**src/rtl/pipe_stage_reg.sv**
```systemverilog
// Registered pipeline stage with valid/ready handshake and flush.
// Define PIPE_STAGE_SKID_EN for a two-entry stage with a fully registered in_ready.
module pipe_stage_reg #(
    parameter int unsigned CTRL_W = 16,
    parameter int unsigned DATA_W = 128
) (
    input  logic              clk,
    input  logic              rst_n,
    input  logic              flush,
    input  logic              in_valid,
    output logic              in_ready,
    input  logic [CTRL_W-1:0] in_ctrl,
    input  logic [DATA_W-1:0] in_data,
    output logic              out_valid,
    input  logic              out_ready,
    output logic [CTRL_W-1:0] out_ctrl,
    output logic [DATA_W-1:0] out_data,
    output logic [1:0]        occupancy
);

    typedef struct packed {
        logic [CTRL_W-1:0] ctrl;
        logic [DATA_W-1:0] data;
    } beat_t;

    localparam beat_t EMPTY_BEAT = '0;

    beat_t inBeat;
    beat_t mainQ;
    beat_t mainD;
    logic  mainValidQ;
    logic  mainValidD;
    logic  inFire;
    logic  outFire;

    assign inBeat    = {in_ctrl, in_data};
    assign outFire   = mainValidQ & out_ready;
    assign out_valid = mainValidQ;
    assign out_ctrl  = mainQ.ctrl;
    assign out_data  = mainQ.data;

`ifdef PIPE_STAGE_SKID_EN
    beat_t      skidQ;
    beat_t      skidD;
    logic       skidValidQ;
    logic       skidValidD;
    logic       inReadyQ;
    logic       inReadyD;
    logic [1:0] occQ;
    logic [1:0] occD;

    assign inFire    = in_valid & inReadyQ;
    assign in_ready  = inReadyQ;
    assign occupancy = occQ;

    // Main entry feeds the output; the skid entry catches a beat arriving during a stall.
    always_comb begin
        mainD      = mainQ;
        mainValidD = mainValidQ;
        skidD      = skidQ;
        skidValidD = skidValidQ;
        if (flush) begin
            mainD      = EMPTY_BEAT;
            mainValidD = 1'b0;
            skidD      = EMPTY_BEAT;
            skidValidD = 1'b0;
        end else if (outFire) begin
            if (skidValidQ) begin
                mainD      = skidQ;
                mainValidD = 1'b1;
                skidD      = inFire ? inBeat : EMPTY_BEAT;
                skidValidD = inFire;
            end else begin
                mainD      = inFire ? inBeat : EMPTY_BEAT;
                mainValidD = inFire;
            end
        end else if (inFire) begin
            if (!mainValidQ) begin
                mainD      = inBeat;
                mainValidD = 1'b1;
            end else begin
                skidD      = inBeat;
                skidValidD = 1'b1;
            end
        end
        occD     = 2'(mainValidD) + 2'(skidValidD);
        inReadyD = (occD != 2'd2);
    end

    always_ff @(posedge clk or negedge rst_n) begin
        if (!rst_n) begin
            skidQ      <= EMPTY_BEAT;
            skidValidQ <= 1'b0;
            inReadyQ   <= 1'b1;
            occQ       <= 2'd0;
        end else begin
            skidQ      <= skidD;
            skidValidQ <= skidValidD;
            inReadyQ   <= inReadyD;
            occQ       <= occD;
        end
    end
`else
    assign in_ready  = out_ready | ~mainValidQ;
    assign inFire    = in_valid & in_ready;
    assign occupancy = {1'b0, mainValidQ};

    // Single entry: load on accept, zero on drain so idle outputs read 0.
    always_comb begin
        mainD      = mainQ;
        mainValidD = mainValidQ;
        if (flush) begin
            mainD      = EMPTY_BEAT;
            mainValidD = 1'b0;
        end else if (inFire) begin
            mainD      = inBeat;
            mainValidD = 1'b1;
        end else if (outFire) begin
            mainD      = EMPTY_BEAT;
            mainValidD = 1'b0;
        end
    end
`endif

    always_ff @(posedge clk or negedge rst_n) begin
        if (!rst_n) begin
            mainQ      <= EMPTY_BEAT;
            mainValidQ <= 1'b0;
        end else begin
            mainQ      <= mainD;
            mainValidQ <= mainValidD;
        end
    end

endmodule
```
**config.mk**
```make
export PLATFORM = sky130hd
export DESIGN_NAME = pipe_stage_reg
export DESIGN_NICKNAME = d
export VERILOG_FILES = /design/src/rtl/pipe_stage_reg.sv
export SDC_FILE = /design/constraint.sdc
export NUM_CORES = 1
export LEC_CHECK = 0
export ABC_CLOCK_PERIOD_IN_PS = 1460
export BUFFER_PORTS_ARGS = -buffer_cell sky130_fd_sc_hd__clkbuf_2
export CAP_MARGIN = 20
export CORE_MARGIN = 3
export CORE_UTILIZATION = 50
export DETAILED_ROUTE_END_ITERATION = 12
export MAX_ROUTING_LAYER = met4
export PLACE_DENSITY = 0.82
export SLEW_MARGIN = 20
export SYNTH_ARGS = -nofsm -noshare
export SYNTH_HDL_FRONTEND = slang
export SYNTH_SLANG_ARGS = --single-unit
```
**constraint.sdc**
```tcl
create_clock -name clk -period 1.46 [get_ports clk]
set_input_delay 0.146 -clock clk [delete_from_list [all_inputs] [get_ports clk]]
set_output_delay 0.146 -clock clk [all_outputs]
set_load 0.01 [all_outputs]
```
Word-level counts from Yosys, hierarchy flattened
Index checks and enable logic that the tools add are counted.
{ "word_totals": {"regBits": 145, "wordCells": 14} }
{ "classes": {"n_mux": 6, "n_bitwise": 4, "n_reduce_logical": 1} }
{ "ops": {"columns": ["cell", "count"], "rows": [
  ["2-to-1 mux 144 bit", 3],
  ["2-to-1 mux 1 bit", 3],
  ["nonzero test 3 bit", 1],
  ["bitwise AND 1 bit", 2],
  ["NOT 1 bit", 1],
  ["bitwise OR 1 bit", 1]
]} }

Logic depth before layout (Yosys ltp)
Gate-level depths: netlist (run 1).
{ "logic_depth": {"ltp_word": 5, "mapped_depth": 6} }

Worst setup path before layout (run 1)
No wires, ideal clock.
{ "synth_path": {"path_kind": "register to register", "from": "register mainValidQ (netlist: out_valid)", "to": "register mainQ (netlist bit out_ctrl[0])", "setup_ps": 96, "arrival_time_ps": 1209, "required_time_ps": 1364, "slack_ps": 155, "path_stages_with_launch": 6, "period_less_slack_ps": 1305, "path_cell_list": "dfrtp_1 -> nor2b_1 -> buf_4 -> buf_6 -> buf_6 -> o32ai_2"} }
{ "synth_via": {"elab_chain_cells": 5, "word_cells_on_any_way": 7} }
{ "synth_rtl": {"columns": ["item", "line", "text"], "rows": [
  ["start: declaration", "31", "logic mainValidQ;"],
  ["start signal: assignment", "131", "mainValidQ <= mainValidD;"],
  ["NOT 1 bit", "104", "assign in_ready = out_ready | ~mainValidQ;"],
  ["bitwise OR 1 bit", "104", null],
  ["bitwise AND 1 bit", "105", "assign inFire = in_valid & in_ready;"],
  ["2-to-1 mux 144 bit", "115", "end else if (inFire) begin"],
  ["2-to-1 mux 144 bit", "112", "if (flush) begin"],
  ["end signal: assignment", "130", "mainQ <= mainD;"],
  ["end: declaration", "29", "beat_t mainQ;"]
]} }
Several ways; a longest one is shown, not always the timed one.
A chain may end at the register's enable or synchronous reset.

Worst setup path after layout (run 1)
{ "layout_path": {"from": "register mainValidQ (netlist: out_valid)", "to": "register mainQ (netlist bit out_data[95])"} }
Same word-level chain as after synthesis.

==> impl_metrics.yaml, run 1 <==
setup_path:
  path_class: "flop to flop"
  crit_path_top_delay_cell: "dfrtp_1"
  critPathRequiredTime_ps: 1770
  crit_family: "buffers and inverters"
  cp_cell_sequence: "nor2b_4 > buf_4 > buf_12 > clkbuf_16 > o32ai_2"
  slowest_delay_ps: 420
  arrival_ps: 1790
  crit_path_end_kind: "flop"
  cp_max_fo: 8
  worst-path-buf-inv: 3
  cp-start-kind: "flop"
power_and_ir_drop:
  power.leakage_nw: 5.189
  p_sw_frac: 0.2735
  seq_power_share: 0.393
  p_switching_w: 0.003071
  combPwrFrac: 0.203
  ir_drop_mv: 0.7374
  powerDensity_nw_per_um2: 961.3
  p_int_w: 0.008160
  clockPowerShare: 0.404
  power_w: 0.01123
timing:
  fin_crit_ps: 1479
  tns_ps: -26.25
  rsz0062_at_grt: "yes"
  finalSetupViolCount: 2
  timing.fmax_mhz: 676.1
  clock_skew_ps: 12.07
  slew_violations: 0
  finalCritPeriodShare: 1.013
  hold_viol: 0
  worst_slack_ps: -19.12
outcome:
  violations: "setup timing"
  status: "finished with violations"
floorplanning:
  core_area_um2: 14750
  die_height_um: 129.5
  die_width_um: 129.5
  initial_core_util: 0.5172
  fp.dieArea_um2: 16780
  io_pins: 297
  core.rowCount: 44
global_route:
  grt_usage: 0.2891
  grt_pass1_vias: 7223
  grt_pass1_wl_um: 37160
  antenna_found_initial: 1
  grt_max_degree: 133
  grt_overflow_total: 0
clock_tree:
  cts_made_buffers: 17
  htreeDepth: 4
  ctsLongestPathBuffers: 2
  tritoncts: "yes"
  clk_latency_ps: 410
  clkSlewWorstSetupHoldPaths_ps: 70
  clkSinkCount: 145
  root_buffer: "clkbuf_16"
place:
  port_buffers: 295
  place_ws_ps: 47.79
  finalWeightedCongestion: 0.8117
  hpwl_um: 13870
layout:
  area_growth_pct: 53.09
  post-route-util: 0.7918
  drive_gt1_frac: 0.4200
  fin_nets: 1206
route:
  wl_per_cell_um: 21.10
  via_per_inst: 5.738
  drt_iter0_markers: 589
  detail-route-antenna-nets: 0
  drtPass1Iterations: 4
  drc_errors: 0
  routed_wl_um: 26460
  vias: 7195
synthesis:
  syn_inst: 664
  syn-num-nets: 813
  synth-seq-area-share: 0.4755
  ys_seq_elements: 145
  syn_area_um2: 7631
  yosysUniqueCellTypes: 14
  syn_avg_cell_area_um2: 11.49
  yosysWarnings: 0
run:
  cap_violations: 0
hold_path:
  hp-class: "primary input to flop"
## registers in the layout, indices dropped and copies added (netlist names)
register   count
out_valid      1
out_ctrl      16
out_data     128
## power groups by stage
stage          Sequential (W)  Combinational (W)  Clock (W)
4_1_cts               0.00440            0.00203    0.00455
2_1_floorplan         0.00456           0.000894          0
3_3_place_gp          0.00446            0.00174          0
6_report              0.00442            0.00228    0.00454
3_5_place_dp          0.00446            0.00176          0
5_1_grt               0.00444            0.00242    0.00474
## what timing repair did
| item | CTS | global route |
|---|---|---|
| gates resized for setup | 0 | 42 |
| hold buffers | 123 | 0 |
| buffers inserted | 3 | 2 |
| gates cloned | 0 | 4 |
| setup endpoints to repair | 1 | 67 |
| pin swaps | 0 | 2 |
| hold endpoints to repair | 159 | 0 |
## cells in the final DEF (no fill, tap or decap), types with 2 or more instances in the layout
master / count
clkbuf_2: 292
o32ai_2: 64
clkinvlp_4: 3
o32ai_4: 17
dlygate4sd3_1: 123
buf_4: 18
o32ai_1: 63
inv_6: 2
nand2b_1: 288
buf_12: 14
bufinv_16: 3
buf_16: 2
buf_6: 2
clkbuf_16: 21
dfrtp_1: 145
clkbuf_8: 2
clkinv_4: 2
clkinv_2: 2
## routing by layer
layer	vias to the layer above	part of all wire	GRT usage
li1	3164	-	-
met1	3544	0.37	0.3402
met2	389	0.52	0.4665
met3	98	0.067	0.05771
met4	0	0.042	0.1595
met5	-	0	-
## cell usage after synthesis (all sizes together)
master	instances	area [µm²]
a21oi	1	8.760
buf	35	275.3
clkbuf	46	172.7
conb	1	3.750
dfrtp	145	3628
inv	2	7.510
mux2	1	15.01
nand2b	288	1802
nor2b	1	6.260
o32ai	144	1712
## per-stage QoR
step	area, µm²	hold slack [ps]	instances
floorplan	7631	-149.6	664
global placement	9330	95.42	1090
detailed placement	9330	94.45	1090
CTS	11190	1.150	1247
global route	11680	9.081	1254
finish	11680	7.873	1254
## worst reg2reg max path, delay by kind of cell (launching register included)
family	cells	cell delay, ps
buffers and inverters	3	510
flip-flops	1	420
AO/OA/AOI/OAI	1	290
AND/OR/NAND/NOR	1	160
## final cells by class
class,count,area [µm²]
Antenna cell,1,2.502
Clock inverter,12,157.7
Inverter,2,10.01
Clock buffer,19,452.9
Fill cell,822,3072
Sequential cell,145,3628
Tap cell,184,230.2
Multi-Input combinational cell,436,3915
Timing Repair Buffer,455,3286
## final timing paths
check / cells past startpoint / slack, ps / start / end
min reg2reg: 2 / 560 / out_data[3] / out_data[3]
min in group asynchronous: 2 / 240 / rst_n / out_data[106]
max in group asynchronous: 3 / 620 / rst_n / out_data[126]
max: 5 / -20 / out_valid / out_data[95]
max reg2reg: 5 / -20 / out_valid / out_data[95]
min: 3 / 8 / in_data[52] / out_data[52]
## logic make-up (layout without fill, tap and decap cells)
kind of cell | after synthesis | count (layout) | share of synthesized area
buffers and inverters | 83 | 488 | 0.05968
other | 1 | 2 | 0.0004914
DFF | 145 | 145 | 0.4755
AOI/OAI and AO/OA | 145 | 145 | 0.2254
and+or+nand+nor | 289 | 289 | 0.2369
muxes | 1 | 1 | 0.001967
(Power assumes the default switching activity.)
==> inputs of run 2 (changes only) <==
--- a/config.mk
+++ b/config.mk
@@ -7,12 +7,13 @@
 export LEC_CHECK = 0
 export ABC_CLOCK_PERIOD_IN_PS = 1460
 export BUFFER_PORTS_ARGS = -buffer_cell sky130_fd_sc_hd__clkbuf_2
-export CAP_MARGIN = 20
+export CAP_MARGIN = 30
 export CORE_MARGIN = 3
 export CORE_UTILIZATION = 50
 export DETAILED_ROUTE_END_ITERATION = 12
 export MAX_ROUTING_LAYER = met4
 export PLACE_DENSITY = 0.82
+export SKIP_CTS_REPAIR_TIMING = 1
 export SLEW_MARGIN = 20
 export SYNTH_ARGS = -nofsm -noshare
 export SYNTH_HDL_FRONTEND = slang
==> run 2 against run 1 <==
Compared with the run above: the flow finishes with violations (hold timing, setup timing); maximum frequency is 1.1% lower; clock-buffer cell count did not move; clock skew up 2.1 ps; register-to-register slack lost 20 ps; worst setup slack lost 17 ps; power decreased by 3.0%; core utilization is 5.7 points lower; cell count is 3.8% lower; critical endpoint is now out_data[14].
==> impl_metrics.yaml, run 2 (same netlist as run 1, synthesis figures left out) <==
setup_path:
  cp-start-kind: "flop"
  arrival_ps: 1790
  r2r-start: "out_valid"
  critPathRequiredTime_ps: 1750
  path_class: "flop to flop"
  reg2reg_depth: 4
  r2r_slack_ps: -40
  cp_max_fo: 30
  crit_start: "out_valid"
  crit_path_end_kind: "flop"
timing:
  tns_ps: -85.89
  hold_viol: 10
  worst_slack_ps: -36.17
  clock_skew_ps: 14.13
  timing.fmax_mhz: 668.4
  fin_crit_ps: 1496
  rsz0062_at_grt: "yes"
  finalCritPeriodShare: 1.025
  holdWs_ps: -17.11
  slew_violations: 0
  finalSetupViolCount: 5
global_route:
  antenna_found_initial: 0
  grt_pass1_wl_um: 30910
  grt_pass1_vias: 6137
  grt_max_degree: 133
  grt_usage: 0.2386
  grt_overflow_total: 0
place:
  finalWeightedCongestion: 0.8117
  place_ws_ps: 47.79
  port_buffers: 295
  hpwl_um: 13870
layout:
  area_growth_pct: 42.11
  layout_commonest_cell: "clkbuf_2"
  largest_reg_flops: 128
  drive_gt1_frac: 0.4247
  diodes: 0
  layout_common_cells: "292 x clkbuf_2, 288 x nand2b_1, 144 x dfrtp_1, 79 x o32ai_1, 76 x dlygate4sd3_1"
  fin_nets: 1159
floorplanning:
  die_width_um: 129.5
  core.rowCount: 44
  initial_core_util: 0.5172
  io_pins: 297
  core_area_um2: 14750
  fp.dieArea_um2: 16780
  die_height_um: 129.5
outcome:
  status: "finished with violations"
  violations: "hold timing, setup timing"
clock_tree:
  root_buffer: "clkbuf_16"
  cts_made_buffers: 17
  clkSlewWorstSetupHoldPaths_ps: 60
  tritoncts: "yes"
  clkSinkCount: 145
  ctsLongestPathBuffers: 2
  htreeDepth: 4
  clk_latency_ps: 420
route:
  wl_met1_um: 8606
  wl_met3_um: 1406
  dr_wl_met2_um: 11570
  drc_errors: 0
  via_per_inst: 5.592
  drt_iter0_markers: 410
  drtPass1Iterations: 6
  detail-route-antenna-nets: 0
  wl_per_cell_um: 18.61
  top_layer: "met4"
  routed_wl_um: 22450
  vias: 6744
power_and_ir_drop:
  ir_drop_mv: 0.7156
  power.leakage_nw: 4.928
  powerDensity_nw_per_um2: 1005
hold_path:
  hold_depth: 3
  hp-class: "primary input to flop"
  min-delay-start: "in_data[72]"
run:
  cap_violations: 0
-- run 2: final timing paths --
check | end
max | out_data[14]
min | out_data[72]
max reg2reg | out_data[14]
min reg2reg | out_data[17]
max in group asynchronous | out_data[126]
min in group asynchronous | out_data[94]
-- run 2: area by class of cell --
cell class,instances,area [µm²]
Inverter,2,15.01
Tap cell,184,230.2
Sequential cell,145,3630
Fill cell,957,3910
Clock buffer,19,452.9
Clock inverter,12,157.7
Timing Repair Buffer,408,2755
Multi-Input combinational cell,436,3603
-- run 2: metrics by stage --
stage | hold slack, ps | instance area [µm²] | utilization | total power (W) | cells
2_1_floorplan | -149.6 | 7631 | - | 0.005455 | 664
3_3_place_gp | 95.42 | 9330 | 0.6324 | 0.006201 | 1090
3_5_place_dp | 94.45 | 9330 | 0.6324 | 0.006223 | 1090
4_1_cts | -350.1 | 9941 | 0.6738 | 0.01072 | 1121
5_1_grt | 0.8501 | 10840 | 0.7350 | 0.01131 | 1206
6_report | -17.11 | 10840 | 0.7350 | 0.01090 | 1206
-- run 2: report_power, final --
part,switching (W),internal (W),leakage (nW),total [W]
Clock,0.00171,0.00278,0.292,0.00449
Combinational,0.00101,0.000987,2.70,0.00200
Sequential,0.000152,0.00425,1.94,0.00441
Total,0.00288,0.00802,4.93,0.0109
-- run 2: per-layer routing --
metal | global-route usage | up-vias
li1 | - | 3071
met5 | - | -
met1 | 0.2974 | 3277
met2 | 0.3823 | 320
met4 | 0.09658 | 0
met3 | 0.04864 | 76
-- run 2: critical path, cell delays in order (launching register included) --
cell       delay, ps
dfrtp_2          410
buf_4            150
mux2_8           410
clkbuf_16        240
o32ai_1          160
